<file path="src/rtl/divider16_pkg.sv">
// Shared definitions for the restoring divider: state encoding, default width,
// and the quotient value reported on divide-by-zero / overflow.
package divider16_pkg;

  typedef enum logic [1:0] {
    IDLE = 2'd0,
    CALC = 2'd1,
    DONE = 2'd2
  } div_state_e;

  localparam int unsigned WIDTH_DEF = 8;
  localparam logic [7:0]  ERR_QUOT  = 8'hFF;

endpackage

</file>
<file path="src/rtl/divider16_div_step.sv">
// One restoring-division iteration: shift in a dividend bit, trial-subtract the divisor.
// Purely combinational, no latency, no flow control.
module div_step #(
  parameter int unsigned WIDTH = divider16_pkg::WIDTH_DEF
) (
  input  logic [WIDTH-1:0] pr_i,
  input  logic             bit_i,
  input  logic [WIDTH-1:0] div_i,
  output logic [WIDTH-1:0] pr_o,
  output logic             q_o
);

  logic [WIDTH:0] trial;
  logic [WIDTH:0] diff;

  // pr_i < div_i is guaranteed by the caller, so the difference always fits WIDTH bits.
  always_comb begin
    trial = {pr_i, bit_i};
    diff  = trial - {1'b0, div_i};
    q_o   = (trial >= {1'b0, div_i});
    pr_o  = q_o ? diff[WIDTH-1:0] : trial[WIDTH-1:0];
  end

endmodule

</file>
<file path="src/rtl/divider16.sv">
// Sequential 2W/W restoring divider, one quotient bit per clock: done 9 edges after start (1 on error).
// st is accepted only in IDLE; st and operand changes are ignored while busy.
module divider16
  import divider16_pkg::*;
#(
  parameter int unsigned WIDTH = WIDTH_DEF,
  parameter int unsigned CNT_W = 4
) (
  input  logic               clk,
  input  logic               rst,
  input  logic               st,
  input  logic [2*WIDTH-1:0] a,
  input  logic [WIDTH-1:0]   b,
  output logic [WIDTH-1:0]   quotient,
  output logic [WIDTH-1:0]   remainder,
  output logic               busy,
  output logic               done,
  output logic               err
);

  div_state_e       state_q, state_d;
  logic [CNT_W-1:0] cnt_q, cnt_d;
  logic [WIDTH-1:0] pr_q, pr_d;
  logic [WIDTH-1:0] dq_q, dq_d;
  logic [WIDTH-1:0] b_q, b_d;
  logic [WIDTH-1:0] quot_q, quot_d;
  logic [WIDTH-1:0] rem_q, rem_d;
  logic             err_q, err_d;

  logic [WIDTH-1:0] step_pr;
  logic             step_q;

  div_step #(.WIDTH(WIDTH)) u_step (
    .pr_i  (pr_q),
    .bit_i (dq_q[WIDTH-1]),
    .div_i (b_q),
    .pr_o  (step_pr),
    .q_o   (step_q)
  );

  always_comb begin
    state_d = state_q;
    cnt_d   = cnt_q;
    pr_d    = pr_q;
    dq_d    = dq_q;
    b_d     = b_q;
    quot_d  = quot_q;
    rem_d   = rem_q;
    err_d   = err_q;
    unique case (state_q)
      IDLE: begin
        if (st) begin
          b_d   = b;
          err_d = 1'b0;
          // A zero divisor or a high half >= divisor would need more than WIDTH quotient bits.
          if (b == '0 || a[2*WIDTH-1:WIDTH] >= b) begin
            state_d = DONE;
            quot_d  = WIDTH'(ERR_QUOT);
            rem_d   = '0;
            err_d   = 1'b1;
          end else begin
            state_d = CALC;
            pr_d    = a[2*WIDTH-1:WIDTH];
            dq_d    = a[WIDTH-1:0];
            cnt_d   = CNT_W'(WIDTH - 1);
          end
        end
      end
      CALC: begin
        pr_d = step_pr;
        dq_d = {dq_q[WIDTH-2:0], step_q};
        if (cnt_q == '0) begin
          quot_d  = dq_d;
          rem_d   = step_pr;
          state_d = DONE;
        end else begin
          cnt_d = cnt_q - CNT_W'(1);
        end
      end
      DONE:    state_d = IDLE;
      default: state_d = IDLE;
    endcase
  end

  always_ff @(posedge clk or negedge rst) begin
    if (!rst) begin
      state_q <= IDLE;
      cnt_q   <= '0;
      pr_q    <= '0;
      dq_q    <= '0;
      b_q     <= '0;
      quot_q  <= '0;
      rem_q   <= '0;
      err_q   <= 1'b0;
    end else begin
      state_q <= state_d;
      cnt_q   <= cnt_d;
      pr_q    <= pr_d;
      dq_q    <= dq_d;
      b_q     <= b_d;
      quot_q  <= quot_d;
      rem_q   <= rem_d;
      err_q   <= err_d;
    end
  end

  assign quotient  = quot_q;
  assign remainder = rem_q;
  assign err       = err_q;
  assign busy      = (state_q == CALC) || (state_q == DONE);
  assign done      = (state_q == DONE);

endmodule

</file>
<file path="config.mk">
export PLATFORM = sky130hd
export DESIGN_NAME = divider16
export DESIGN_NICKNAME = d
export VERILOG_FILES = /design/src/rtl/divider16_pkg.sv /design/src/rtl/divider16_div_step.sv /design/src/rtl/divider16.sv
export SDC_FILE = /design/constraint.sdc
export NUM_CORES = 1
export LEC_CHECK = 0
export BUFFER_PORTS_ARGS = -buffer_cell sky130_fd_sc_hd__buf_2
export CAP_MARGIN = 20
export CORE_MARGIN = 3
export CORE_UTILIZATION = 55
export DETAILED_ROUTE_END_ITERATION = 8
export PLACE_DENSITY = 0.74
export SYNTH_ARGS = -nofsm -noshare
export SYNTH_HDL_FRONTEND = slang
export SYNTH_SLANG_ARGS = --single-unit
</file>
<file path="constraint.sdc">
create_clock -name clk -period 2.9 [get_ports clk]
set_clock_uncertainty 0.2 [all_clocks]
set_input_delay 0.29 -clock clk [delete_from_list [all_inputs] [get_ports clk]]
set_output_delay 0.29 -clock clk [all_outputs]
set_load 0.03 [all_outputs]
</file>
# Word level (Yosys, flattened, before mapping)

Cells that the tools add are included.

Bits in registers: 47
Bits in latches: 0
RAM bits: 0
Memory bits (read-only): 0
Bits of input ports: 27
Output and inout bits: 19
Logic and storage cells: 54
Memories kept: 0

Add/sub/neg operators: 2
$mul: 0
Divide/modulo/power cells: 0
Order comparisons: 2
Equality and inequality tests: 7
Shift operators: 0
Multiplexer cells: 24
Bitwise logic cells: 0
Reduce and logical (&&, ||, !) cells: 11

Operators by type and width:

| kind                                                | number |
|---|---|
| two-way mux 8 bit                                   | 11 |
| one-hot mux 8 bit (2 select lines)                  | 4 |
| two-way mux 4 bit                                   | 3 |
| inequality test 2 bit, second input constant        | 5 |
| greater-or-equal comparator 9 x 8 -> 1 bit          | 1 |
| greater-or-equal comparator 8 bit                   | 1 |
| logical NOT 8 bit                                   | 1 |
| one-hot mux 4 bit (2 select lines)                  | 1 |
| AND reduction 4 bit                                 | 2 |
| subtractor 8 bit                                    | 1 |
| two-way mux 2 bit                                   | 3 |
| logical NOT 4 bit                                   | 1 |
| one-hot mux 2 bit (2 select lines)                  | 1 |
| AND reduction 2 bit                                 | 2 |
| subtractor 4 x 1 -> 4 bit, second input constant    | 1 |
| AND reduction 3 bit                                 | 1 |
| equality test 2 x 1 -> 1 bit, second input constant | 1 |
| equality test 2 bit, second input constant          | 1 |
| logical NOT 2 bit                                   | 1 |
| logical OR 1 bit                                    | 2 |
| nonzero test 2 bit                                  | 1 |
| two-way mux 1 bit                                   | 1 |

# Logic depth before layout (Yosys ltp)

Depth in word-level cells: 5
Depth in mapped cells: 10
Mapped depth without buffers: 9

# Modules after synthesis

From an unflattened synthesis, not the netlist that was laid out.

Cells, all modules: 286
Area total of the unflattened synthesis: 2,846.5 um^2

By module, submodules not included:

| module    | instances | cells an instance | area an instance (um^2) | seq. area each (um^2) |
|---|---|---|---|---|
| divider16 | 1         | 216               | 2,334.7                 | 1,176.1 |
| div_step  | 1         | 70                | 511.7                   | 0.0 |

# Worst setup path after synthesis

OpenSTA, ideal clock, no wires.

Path type: input port to flip-flop
Start: input port a[8]
End: register dq_q[0]
Setup time: 128 ps
Arrival time: 2,011 ps
Data required time: 2,572 ps
Path slack: 561 ps
Stages on the path: 8
Buffers on the path: 0
Cells stage by stage: inv_1 > ha_1 > nand2b_1 > a21o_1 > a211o_4 > a211oi_4 > nor2_2 > mux2_1

Longest elaborated chain between the ends: 4

RTL lines:

| item                              | RTL line        | text |
|---|---|---|
| from (decl)                       | divider16.sv:12 | `input logic [2*WIDTH-1:0] a,` |
| greater-or-equal comparator 8 bit | divider16.sv:56 | `if (b == '0 \|\| a[2*WIDTH-1:WIDTH] >= b) begin` |
| logical OR 1 bit                  | divider16.sv:56 |  |
| inequality test 2 bit (no line)   | --              |  |
| AND reduction 3 bit (no line)     | --              |  |
| to (signal assigned)              | divider16.sv:99 | `dq_q <= dq_d;` |
| to (decl)                         | divider16.sv:24 | `logic [WIDTH-1:0] dq_q, dq_d;` |

No other way between the ends.
A chain may end at the register's enable or synchronous reset.

# Worst setup path after layout

Start: register b_q[1]
End: register pr_q[4]

Longest elaborated chain between the ends: 3
Elaborated cells on any way between the ends: 4
Those cells by class: add/sub (1); order compare (1); mux (2)

RTL lines:

| item                                                                           | RTL line                                           | text |
|---|---|---|
| from (decl)                                                                    | divider16.sv:25                                    | `logic [WIDTH-1:0] b_q, b_d;` |
| from (signal assigned)                                                         | divider16.sv:91                                    | `b_q <= '0;` |
| from (signal assigned)                                                         | divider16.sv:100                                   | `b_q <= b_d;` |
| subtractor 8 bit or greater-or-equal comparator 9 x 8 -> 1 bit (tied branches) | divider16_div_step.sv:19, divider16_div_step.sv:20 |  |
| two-way mux 8 bit (*)                                                          | divider16_div_step.sv:21                           | `pr_o = q_o ? diff[WIDTH-1:0] : trial[WIDTH-1:0];` |
| one-hot mux 8 bit (2 select lines) (*)                                         | divider16.sv:50                                    | `unique case (state_q)` |
| to (signal assigned)                                                           | divider16.sv:98                                    | `pr_q <= pr_d;` |
| to (decl)                                                                      | divider16.sv:23                                    | `logic [WIDTH-1:0] pr_q, pr_d;` |

Every way passes the cells marked *; elsewhere a longest branch is shown, timed or not.

==> flow_summary.json <==
{
  "ys_top_cells_by_area": "dfrtp_1, ha_1, inv_1",
  "vias": 2323,
  "synth_ff_type": "dfrtp_1",
  "drtIter0Drc": 179,
  "port_buffers": 45,
  "first_global_vias": 2237,
  "grt_overflow": 0,
  "syn_avg_cell_area_um2": 9.548,
  "rsz0062_at_grt": "no",
  "grtUsageTotal": 0.2173,
  "wl_mm": 6.211,
  "post-route-period-util": 0.8564,
  "synth.most_common_cell": "dfrtp_1",
  "die_h_um": 77.93,
  "clock_latency_ps": 310,
  "swShare": 0.4644,
  "synth-seq-cells": 47,
  "synth_top_area_frac": 0.4134,
  "power_frac_comb": 0.569,
  "netlist_area_mm2": 0.002845,
  "cts_tree": "done",
  "ir_drop_v": 0.0005777,
  "tns_ps": 0,
  "row_count": 25,
  "grt_pass1_wl_mm": 10.50,
  "yosysSeqAreaShare": 0.4134,
  "synth_common_cells": "dfrtp_1, inv_1, ha_1",
  "async_flop_share": 1.000,
  "num_io_pins": 46,
  "hold_violations": 0,
  "routedWlPerCell_um": 14.97,
  "busiest_layer": "met2",
  "cp.arrival_ps": 2470,
  "drtAntennaViolNets": 0,
  "syn_to_final_growth_pct": 15.70,
  "hp-class": "primary input to flop",
  "r2r_setup_slack_ps": 420,
  "post_cts_buffers": 0,
  "fin_crit_ps": 2483,
  "grt_max_degree": 48,
  "synth_edf_count": 0,
  "core_area_mm2": 0.004848,
  "setup_viol": 0,
  "numCtsBuffers": 5,
  "drv_cap": 0,
  "yosysUniqueCellTypes": 57,
  "clk_root_buffer_cell": "clkbuf_8",
  "seqPwrFrac": 0.296,
  "crit_path_end_kind": "flop",
  "critPathKind": "flop to flop",
  "hpwlAfterDp_mm": 4.700,
  "crit_path_start": "b_q[1]",
  "fmax_mhz": 402.7,
  "start_util": 0.5868,
  "clk_pin_slew_worst_paths_ps": 90,
  "p_per_area_mw_per_mm2": 1166,
  "syn-num-nets": 346,
  "globalRouteMet3Util": 0.03132,
  "utilization": 0.6790,
  "cts.repair.resized": 0,
  "synth_top_cell_by_area": "dfrtp_1",
  "status": "finished, final reports clean",
  "antenna_cells": 0,
  "drive_gt1_frac": 0.2098,
  "r2r_cells": 8,
  "netlist_instances": 298,
  "drc": 0,
  "antenna_found_initial": 0,
  "worst_pin_slew_ps": 498.2,
  "die-area_mm2": 0.006072,
  "worstReg2RegEnd": "pr_q[4]",
  "cts_num_sinks": 47,
  "p_leak_nw": 1.559,
  "htreeDepth": 2,
  "power_switching_w": 0.001783,
  "dr.pass1.iters": 4,
  "layout.nets": 395,
  "yosysWarningCount": 0,
  "dp_slack_ps": 166.7,
  "drv_slew": 0,
  "die-width_um": 77.93,
  "relSlewSlack": 0.6675,
  "postCtsHoldBufs": 0,
  "crit_fanout": 7,
  "power.internal_w": 0.002057,
  "clkPwrFrac": 0.134,
  "start_kind": "flop",
  "vias_per_cell": 5.598,
  "gp_congestion": 0.8915,
  "worstSetupEndpoint": "pr_q[4]",
  "grtUsageMet2": 0.3408,
  "r2r-start": "b_q[1]",
  "cp_data_required_time_ps": 2880,
  "grt.met1_usage": 0.3130,
  "setup_slack_ps": 416.5,
  "clockBufferDepth": 2
}
-- logic make-up (layout without fill, tap and decap cells) --
family,count (synthesis),count (layout),synth area share
AOI/OAI and AO/OA,94,94,0.2300
xor gates and xnor gates,2,2,0.006158
adders and majority gates,21,21,0.09499
buffers and inverters,47,97,0.07212
DFF,47,47,0.4134
muxes,14,14,0.05013
and+or+nand+nor,73,73,0.1333
-- worst max-delay path, cell delays in order, from the launching register on --
cell and delay, ps:
dfrtp_1 440, inv_1 60, ha_1 280, nor2b_1 170, o2111ai_1 180, a31oi_1 210
or2_1 330, mux2i_1 370, o211ai_1 120
-- metal layers --
| metal | vias to the layer above | share of wire |
|---|---|---|
| li1 | 1170 | - |
| met1 | 1080 | 0.48 |
| met2 | 69 | 0.46 |
| met3 | 4 | 0.052 |
| met4 | 0 | 0.0072 |
| met5 | - | 0 |
-- flip-flops by register name, summed over array words and instances, names as in the netlist --
| name | flops |
|---|---|
| b_q | 8 |
| dq_q | 8 |
| pr_q | 8 |
| quotient | 8 |
| remainder | 8 |
| cnt_q | 4 |
| state_q | 2 |
| err | 1 |
-- metrics by stage --
step | cell area (µm²) | hold slack [ps] | total power, W | cells
finish | 3292 | 48.05 | 0.003840 | 415
CTS | 3262 | 1.439 | 0.003847 | 413
floorplan | 2845 | -205.6 | 0.002782 | 298
global placement | 3141 | 263.7 | 0.003272 | 405
detailed placement | 3141 | 273.6 | 0.003312 | 405
global route | 3292 | 55.75 | 0.004180 | 415
-- cells in the final DEF, fill, tap and decap left out, types with 2 or more instances in the layout --
cell,synthesis,routed
dfrtp_1,47,47
buf_2,5,45
inv_1,33,33
ha_1,20,20
nand2_1,19,19
nand3_1,19,19
a21oi_1,14,14
o21ai_0,13,13
o21ai_1,13,13
mux2i_1,12,12
a31oi_1,10,10
buf_4,0,9
nor2_1,8,8
o2bb2ai_1,8,8
o211ai_1,6,6
clkbuf_8,0,6
o21a_1,5,5
nand3b_1,5,5
nor2b_1,4,4
a21o_1,3,3
or3_1,3,3
nand2b_1,2,2
nor3_1,2,2
nor4_1,2,2
o21ai_2,2,2
a211o_1,2,2
o211ai_2,2,2
nor3b_1,2,2
-- layout make-up --
cell class                 count  area [µm²]
timing repair buffer          56       322.8
fill                         412        1556
sequential                    47        1176
inverter                      33       123.9
tap                           67       83.83
clock buffer                   6       82.58
clock inverter                 2       38.79
multi-input combinational    204        1464
-- power groups by stage --
stage,clock (W),combinational [W],sequential [W]
6_report,0.000516,0.00219,0.00114
5_1_grt,0.000555,0.00245,0.00117
3_5_place_dp,0,0.00216,0.00115
2_1_floorplan,0,0.00150,0.00128
4_1_cts,0.000523,0.00219,0.00113
3_3_place_gp,0,0.00214,0.00114
-- worst min-delay path by stage --
| stage | slack [ps] | endpoint | startpoint | depth (start not counted) |
|---|---|---|---|---|
| finish | 50 | b_q[0] | b[0] | 2 |
| global route | 60 | b_q[0] | b[0] | 2 |
| CTS | 1 | remainder[6] | rst | 1 |
| detailed placement | 270 | remainder[4] | remainder[4] | 1 |
| global placement | 260 | b_q[6] | b_q[6] | 2 |
| floorplan | -210 | b_q[0] | rst | 0 |
(Power assumes the default switching activity.)
